<file path="config.mk">
export PLATFORM = sky130hd
export DESIGN_NAME = hazard_ctrl_flat
export DESIGN_NICKNAME = d
export VERILOG_FILES = /design/src/rtl/hazard_ctrl_if.sv /design/src/rtl/hazard_ctrl.sv /design/src/flat_wrapper.sv
export SDC_FILE = /design/constraint.sdc
export NUM_CORES = 1
export LEC_CHECK = 0
export BUFFER_PORTS_ARGS = -buffer_cell sky130_fd_sc_hd__buf_2
export CORE_ASPECT_RATIO = 1.1
export CORE_MARGIN = 2
export CORE_UTILIZATION = 39
export DETAILED_ROUTE_END_ITERATION = 16
export PLACE_DENSITY = 0.74
export SYNTH_ARGS = -nofsm -noshare
export SYNTH_HDL_FRONTEND = slang
export SYNTH_SLANG_ARGS = --single-unit
</file>
<file path="constraint.sdc">
create_clock -name clk -period 3.1 [get_ports clk]
set_clock_uncertainty 0.15 [all_clocks]
set_input_delay 0.465 -clock clk [delete_from_list [all_inputs] [get_ports clk]]
set_output_delay 0.465 -clock clk [all_outputs]
set_load 0.05 [all_outputs]
</file>
<file path="src/rtl/hazard_ctrl_if.sv">
// Pipeline <-> hazard controller signal bundle.
// The pipeline (master) presents the ID/EX-stage status and receives the sequencing controls.
// The controller (slave) consumes that status and drives stall, flush and the MUL/DIV status.
interface hazard_ctrl_if;
    logic [4:0] ID_rs;
    logic [4:0] ID_rt;
    logic       ID_uses_rs;
    logic       ID_uses_rt;
    logic       EX_MemRead;
    logic [4:0] EX_Wr_reg;
    logic       ID_Branch_likely;
    logic       ID_Branch_taken;
    logic       ID_MulDiv_start;
    logic       ID_MulDiv_is_div;
    logic       ID_HiLo_access;
    logic       EX_Exception;
    logic       Stall;
    logic       IF_Flush;
    logic       ID_EX_Flush;
    logic       MulDiv_busy;
    logic       MulDiv_done;

    modport master (
        output ID_rs, ID_rt, ID_uses_rs, ID_uses_rt, EX_MemRead, EX_Wr_reg,
               ID_Branch_likely, ID_Branch_taken, ID_MulDiv_start, ID_MulDiv_is_div,
               ID_HiLo_access, EX_Exception,
        input  Stall, IF_Flush, ID_EX_Flush, MulDiv_busy, MulDiv_done
    );

    modport slave (
        input  ID_rs, ID_rt, ID_uses_rs, ID_uses_rt, EX_MemRead, EX_Wr_reg,
               ID_Branch_likely, ID_Branch_taken, ID_MulDiv_start, ID_MulDiv_is_div,
               ID_HiLo_access, EX_Exception,
        output Stall, IF_Flush, ID_EX_Flush, MulDiv_busy, MulDiv_done
    );
endinterface

</file>
<file path="src/rtl/hazard_ctrl.sv">
// Pipeline sequencing controller for the 5-stage core.
// Combines load-use detection, branch-likely annulment and exception flush, and owns
// the multi-cycle HI/LO (MUL/DIV) occupancy FSM.
module hazard_ctrl #(
    parameter int MUL_CYCLES = 4,
    parameter int DIV_CYCLES = 32,
    parameter int CNT_W      = 6
) (
    input  logic          clk,
    input  logic          reset_n,
    hazard_ctrl_if.slave  hz
);

    typedef enum logic {
        IDLE = 1'b0,
        BUSY = 1'b1
    } state_t;

    localparam logic [CNT_W-1:0] MUL_LOAD = CNT_W'(MUL_CYCLES - 1);
    localparam logic [CNT_W-1:0] DIV_LOAD = CNT_W'(DIV_CYCLES - 1);

    state_t           r_state;
    state_t           w_state_nxt;
    logic [CNT_W-1:0] r_cnt;
    logic [CNT_W-1:0] w_cnt_nxt;

    logic w_busy;
    logic w_done;
    logic w_load_use;
    logic w_md_hazard;
    logic w_stall_raw;
    logic w_issue;
    logic w_stall;
    logic w_if_flush;
    logic w_id_ex_flush;

    assign w_busy = (r_state == BUSY);
    assign w_done = w_busy && (r_cnt == '0);

    assign w_load_use = hz.EX_MemRead && (hz.EX_Wr_reg != 5'd0) &&
                        ((hz.ID_uses_rs && (hz.ID_rs == hz.EX_Wr_reg)) ||
                         (hz.ID_uses_rt && (hz.ID_rt == hz.EX_Wr_reg)));

    // HI/LO is forwarded on the done cycle, so that cycle never stalls.
    assign w_md_hazard = w_busy && !w_done && (hz.ID_MulDiv_start || hz.ID_HiLo_access);
    assign w_stall_raw = w_load_use || w_md_hazard;

    // Issue is possible from IDLE or on the done cycle (back-to-back reload).
    assign w_issue = (!w_busy || w_done) && hz.ID_MulDiv_start &&
                     !w_stall_raw && !hz.EX_Exception;

    // State and occupancy counter register; reset aborts any in-flight operation.
    always_ff @(posedge clk or negedge reset_n) begin
        if (!reset_n) begin
            r_state <= IDLE;
            r_cnt   <= '0;
        end else begin
            r_state <= w_state_nxt;
            r_cnt   <= w_cnt_nxt;
        end
    end

    // Next-state: load on issue, count down while busy, drop to IDLE after the last cycle.
    always_comb begin
        w_state_nxt = r_state;
        w_cnt_nxt   = r_cnt;
        if (w_issue) begin
            w_state_nxt = BUSY;
            w_cnt_nxt   = hz.ID_MulDiv_is_div ? DIV_LOAD : MUL_LOAD;
        end else if (r_state == BUSY) begin
            if (r_cnt == '0) begin
                w_state_nxt = IDLE;
            end else begin
                w_cnt_nxt = r_cnt - CNT_W'(1);
            end
        end
    end

    // Sequencing controls: exception > stall bubble > branch-likely annul; all off in reset.
    always_comb begin
        w_stall       = 1'b0;
        w_if_flush    = 1'b0;
        w_id_ex_flush = 1'b0;
        if (reset_n) begin
            if (hz.EX_Exception) begin
                w_if_flush    = 1'b1;
                w_id_ex_flush = 1'b1;
            end else if (w_stall_raw) begin
                w_stall       = 1'b1;
                w_id_ex_flush = 1'b1;
            end else if (hz.ID_Branch_likely && !hz.ID_Branch_taken) begin
                w_if_flush    = 1'b1;
            end
        end
    end

    assign hz.Stall       = w_stall;
    assign hz.IF_Flush    = w_if_flush;
    assign hz.ID_EX_Flush = w_id_ex_flush;
    assign hz.MulDiv_busy = w_busy;
    assign hz.MulDiv_done = w_done;

endmodule
</file>
<file path="src/flat_wrapper.sv">
// flat-port wrapper written by rule: the top's interface ports become plain ports
module hazard_ctrl_flat 
#(
    parameter int MUL_CYCLES = 4,
    parameter int DIV_CYCLES = 32,
    parameter int CNT_W      = 6
)
  (clk, reset_n, hz_ID_rs, hz_ID_rt, hz_ID_uses_rs, hz_ID_uses_rt, hz_EX_MemRead, hz_EX_Wr_reg, hz_ID_Branch_likely, hz_ID_Branch_taken, hz_ID_MulDiv_start, hz_ID_MulDiv_is_div, hz_ID_HiLo_access, hz_EX_Exception, hz_Stall, hz_IF_Flush, hz_ID_EX_Flush, hz_MulDiv_busy, hz_MulDiv_done);
  hazard_ctrl_if hz_i ();
  input  logic clk;
  input  logic reset_n;
  input wire logic [$bits(hz_i.ID_rs)-1:0] hz_ID_rs;
  input wire logic [$bits(hz_i.ID_rt)-1:0] hz_ID_rt;
  input wire logic [$bits(hz_i.ID_uses_rs)-1:0] hz_ID_uses_rs;
  input wire logic [$bits(hz_i.ID_uses_rt)-1:0] hz_ID_uses_rt;
  input wire logic [$bits(hz_i.EX_MemRead)-1:0] hz_EX_MemRead;
  input wire logic [$bits(hz_i.EX_Wr_reg)-1:0] hz_EX_Wr_reg;
  input wire logic [$bits(hz_i.ID_Branch_likely)-1:0] hz_ID_Branch_likely;
  input wire logic [$bits(hz_i.ID_Branch_taken)-1:0] hz_ID_Branch_taken;
  input wire logic [$bits(hz_i.ID_MulDiv_start)-1:0] hz_ID_MulDiv_start;
  input wire logic [$bits(hz_i.ID_MulDiv_is_div)-1:0] hz_ID_MulDiv_is_div;
  input wire logic [$bits(hz_i.ID_HiLo_access)-1:0] hz_ID_HiLo_access;
  input wire logic [$bits(hz_i.EX_Exception)-1:0] hz_EX_Exception;
  output wire logic [$bits(hz_i.Stall)-1:0] hz_Stall;
  output wire logic [$bits(hz_i.IF_Flush)-1:0] hz_IF_Flush;
  output wire logic [$bits(hz_i.ID_EX_Flush)-1:0] hz_ID_EX_Flush;
  output wire logic [$bits(hz_i.MulDiv_busy)-1:0] hz_MulDiv_busy;
  output wire logic [$bits(hz_i.MulDiv_done)-1:0] hz_MulDiv_done;
  assign hz_i.ID_rs = hz_ID_rs;
  assign hz_i.ID_rt = hz_ID_rt;
  assign hz_i.ID_uses_rs = hz_ID_uses_rs;
  assign hz_i.ID_uses_rt = hz_ID_uses_rt;
  assign hz_i.EX_MemRead = hz_EX_MemRead;
  assign hz_i.EX_Wr_reg = hz_EX_Wr_reg;
  assign hz_i.ID_Branch_likely = hz_ID_Branch_likely;
  assign hz_i.ID_Branch_taken = hz_ID_Branch_taken;
  assign hz_i.ID_MulDiv_start = hz_ID_MulDiv_start;
  assign hz_i.ID_MulDiv_is_div = hz_ID_MulDiv_is_div;
  assign hz_i.ID_HiLo_access = hz_ID_HiLo_access;
  assign hz_i.EX_Exception = hz_EX_Exception;
  assign hz_Stall = hz_i.Stall;
  assign hz_IF_Flush = hz_i.IF_Flush;
  assign hz_ID_EX_Flush = hz_i.ID_EX_Flush;
  assign hz_MulDiv_busy = hz_i.MulDiv_busy;
  assign hz_MulDiv_done = hz_i.MulDiv_done;
  hazard_ctrl #(.MUL_CYCLES(MUL_CYCLES), .DIV_CYCLES(DIV_CYCLES), .CNT_W(CNT_W)) u_core (.clk(clk), .reset_n(reset_n), .hz(hz_i));
endmodule
</file>
==> impl_metrics.ini <==
[outcome]
status = finished clean

[setup_path]
r2r_cells = 7
critPathSlowestCell = dfrtp_1
cp_max_fo = 7
cp.arrival_ns = 2.09
crit_path_end_kind = primary output
crit_chain = inv_1, ha_1, nand2b_1, o41ai_4, buf_4, o22ai_1, o31ai_2, buf_2
cp.required_ns = 2.48
start_kind = flip-flop
crit_path_max_incr_delay_ns = 0.38
crit_type = flip-flop to primary output

[global_route]
grt-ovfl-total = 0
antenna_found_initial = 0
grt_pass1_wl_um = 2120
first_global_vias = 540
grt_max_degree = 12
grtUsageTotal_pct = 15.1

[drt]
routed_via_density = 5.09
ant_nets = 0
drcViolationCount = 0
drt_wl_total_um = 1410
dr.pass1.iters = 2
vias = 580
wl_per_cell_um = 12.3
drt_iter0_drc = 1

[place]
gp_congestion = 0.735
numPortBuffers = 30
preCtsSetupSlack_ns = 0.476
dp.final_hpwl_um = 1180
dp_cells = 109

[finish]
n_fill_cell = 145
area_growth_pct = 36.0
multi_input_area_sq_um = 430
post-route-util_pct = 54.7
final_layout_size_suffix_gt1_share_pct = 42.3
num_antenna_cells = 0
layout.cells.non_filler = 114
seqCellArea_sq_um = 175
finalNetCount = 126

[run]
maxCapViolations = 0

[die]
core-area_sq_um = 1520
start_util_pct = 40.2
die-area_sq_um = 1900
row_count = 15
die_w_um = 41.8
io_pins = 31
die_h_um = 45.5

[timing]
setup_ws_ns = 0.399
slew_headroom_pct = 60.0
period_minus_slack_ns = 2.70
tightest_slew_ns = 0.595
hold_viol = 0
final.setup.tns_ns = 0
setup-violations-final = 0
fin_crit_sh_pct = 87.1
slew_violations = 0
rsz0062_at_grt = false
max_freq_mhz = 370

[power_and_ir_drop]
p_leak_nw = 0.407
seqPwrFrac_pct = 32.8
cellInternalPower_w = 0.000339
p_per_area_nw_per_um2 = 743
p_clk_share_pct = 13.8
p_sw_share_pct = 45.2
p_comb_share_pct = 53.4
switchingPower_w = 0.000279
vdd_drop_max_mv = 0.434

[clocking]
clkTransAtPathRegs_ns = 0.05
clockBufferDepth = 2
cts_tree = yes
htree_num_levels = 1
cts-root-buf = clkbuf_4
cts_resized = 0
clock_latency_ns = 0.26
cts.sinks = 7
cts_made_buffers = 3

[synth]
synth_area_sq_um = 612
syn_avg_cell_area_sq_um = 10.0
synth.top_cell.area_share_pct = 28.6
ys_seq_area_share_pct = 28.6
synth.area.top_cells = dfrtp_1, xor2_1, xnor2_1
synth_seq_cells = 7
synth_nets = 89
ys_types = 27
synthCells = 61
synth_warnings = 0
yosys.area.top_type = dfrtp_1

[min_path]
whs_path_depth = 2
worstHoldPathType = primary input to flip-flop
-- cells by family (layout without fill, tap and decap cells) --
group / after synthesis / after routing / share of synthesized area, %
simple gates: 23 / 23 / 21.1
compound gates: 9 / 9 / 18.8
mux: 3 / 3 / 5.52
xor+xnor: 14 / 14 / 20.0
buf+inv: 3 / 39 / 1.84
fa+ha+maj: 2 / 2 / 4.09
flops: 7 / 7 / 28.6
-- sequential cells by signal (all words and copies together) (netlist names) --
signal,count
u_core.r_cnt,6
u_core.hz.MulDiv_busy,1
-- final timing paths --
kind                                             start                           to  slack, ns
max                        u_core.r_cnt[0]$_DFFE_PN0P_                  hz_IF_Flush       0.40
min                                hz_ID_MulDiv_is_div  u_core.r_cnt[4]$_DFFE_PN0P_       0.30
max reg2reg                u_core.r_cnt[0]$_DFFE_PN0P_  u_core.r_cnt[3]$_DFFE_PN0P_       1.03
min reg2reg                u_core.r_cnt[1]$_DFFE_PN0P_  u_core.r_cnt[1]$_DFFE_PN0P_       0.40
max in group asynchronous                      reset_n  u_core.r_cnt[1]$_DFFE_PN0P_       2.17
min in group asynchronous                      reset_n  u_core.r_cnt[3]$_DFFE_PN0P_       0.44
-- power by group through the flow --
stage	registers (W)	clock network, W	logic, W
2_1_floorplan	0.000212	0	0.000229
4_1_cts	0.000202	0.0000877	0.000333
6_report	0.000203	0.0000851	0.000330
3_5_place_dp	0.000204	0	0.000330
5_1_grt	0.000210	0.0000926	0.000363
3_3_place_gp	0.000202	0	0.000319
-- cell type report --
cell class,instances,area share [%]
inverter,3,1.35
sequential,7,21.1
multi-input combinational,51,51.7
timing repair buffer,32,20.2
tap,17,2.56
clock buffer,4,3.16
-- per-stage QoR --
| stage | hold WS (ns) | total power [W] | area (sq um) |
|---|---|---|---|
| after floorplan | 0.0194 | 0.000440 | 617 |
| after global placement | 0.179 | 0.000521 | 796 |
| after detailed placement | 0.183 | 0.000534 | 796 |
| after CTS | 0.295 | 0.000623 | 832 |
| after global routing | 0.309 | 0.000666 | 832 |
| final | 0.297 | 0.000618 | 832 |
-- cell usage after synthesis --
master	number
xor2_1	10
dfrtp_1	7
nand2_1	6
xnor2_1	4
inv_1	3
mux2_1	3
nor2_1	3
nor3_1	3
nor4_1	3
ha_1	2
a21o_1	1
a32oi_1	1
and2_0	1
and2_1	1
and2_2	1
and3_1	1
nand2b_1	1
o2111ai_4	1
o211ai_1	1
o21a_1	1
o21ai_4	1
o22ai_1	1
o31ai_1	1
o41ai_4	1
or4_1	1
or4_4	1
or4b_2	1
-- worst max-delay path: cells and delay by family, from the launching register on --
| family | cells | cell delay, ns |
|---|---|---|
| buf+inv | 3 | 0.62 |
| fa+ha+maj | 1 | 0.17 |
| flops | 1 | 0.38 |
| compound gates | 3 | 0.56 |
| simple gates | 1 | 0.10 |
-- placed cells by master (no fill, tap or decap) --
master and count:
o41ai_4 1, mux2_1 3, xnor2_1 4, nand2b_1 1, or4b_2 1, buf_4 1
nor4_1 3, nand2_1 6, or4_1 1, o22ai_1 1, o211ai_1 1, clkbuf_4 3
nor3_1 3, and2_2 1, dlygate4sd3_1 1, clkbuf_1 1, a21o_1 1, and2_1 1
xor2_1 10, or4_4 1, buf_2 30, a32oi_1 1, o2111ai_4 1, o21a_1 1
inv_1 3, and3_1 1, nor2_1 3, o31ai_2 1, o21ai_4 1, and2_0 1
dfrtp_1 7, ha_1 2
-- timing repair --
item                                    CTS  global route
hold buffers                              1             0
hold endpoints to repair                  7             0
endpoints found under the setup margin    0             0
buffers inserted                          0             0
-- routing by layer --
| layer | up-vias | global-route usage [%] | part of all wire, % | routed length [um] |
|---|---|---|---|---|
| li1 | 292 | - | - | - |
| met1 | 271 | 14.9 | 39 | 543 |
| met2 | 13 | 29.4 | 56 | 781 |
| met3 | 4 | 2.38 | 3.3 | 46 |
| met5 | - | 0 | 0 | 0 |
| met4 | 0 | 10.3 | 2.6 | 36 |
No activity file was read; power rests on OpenSTA's default activity.
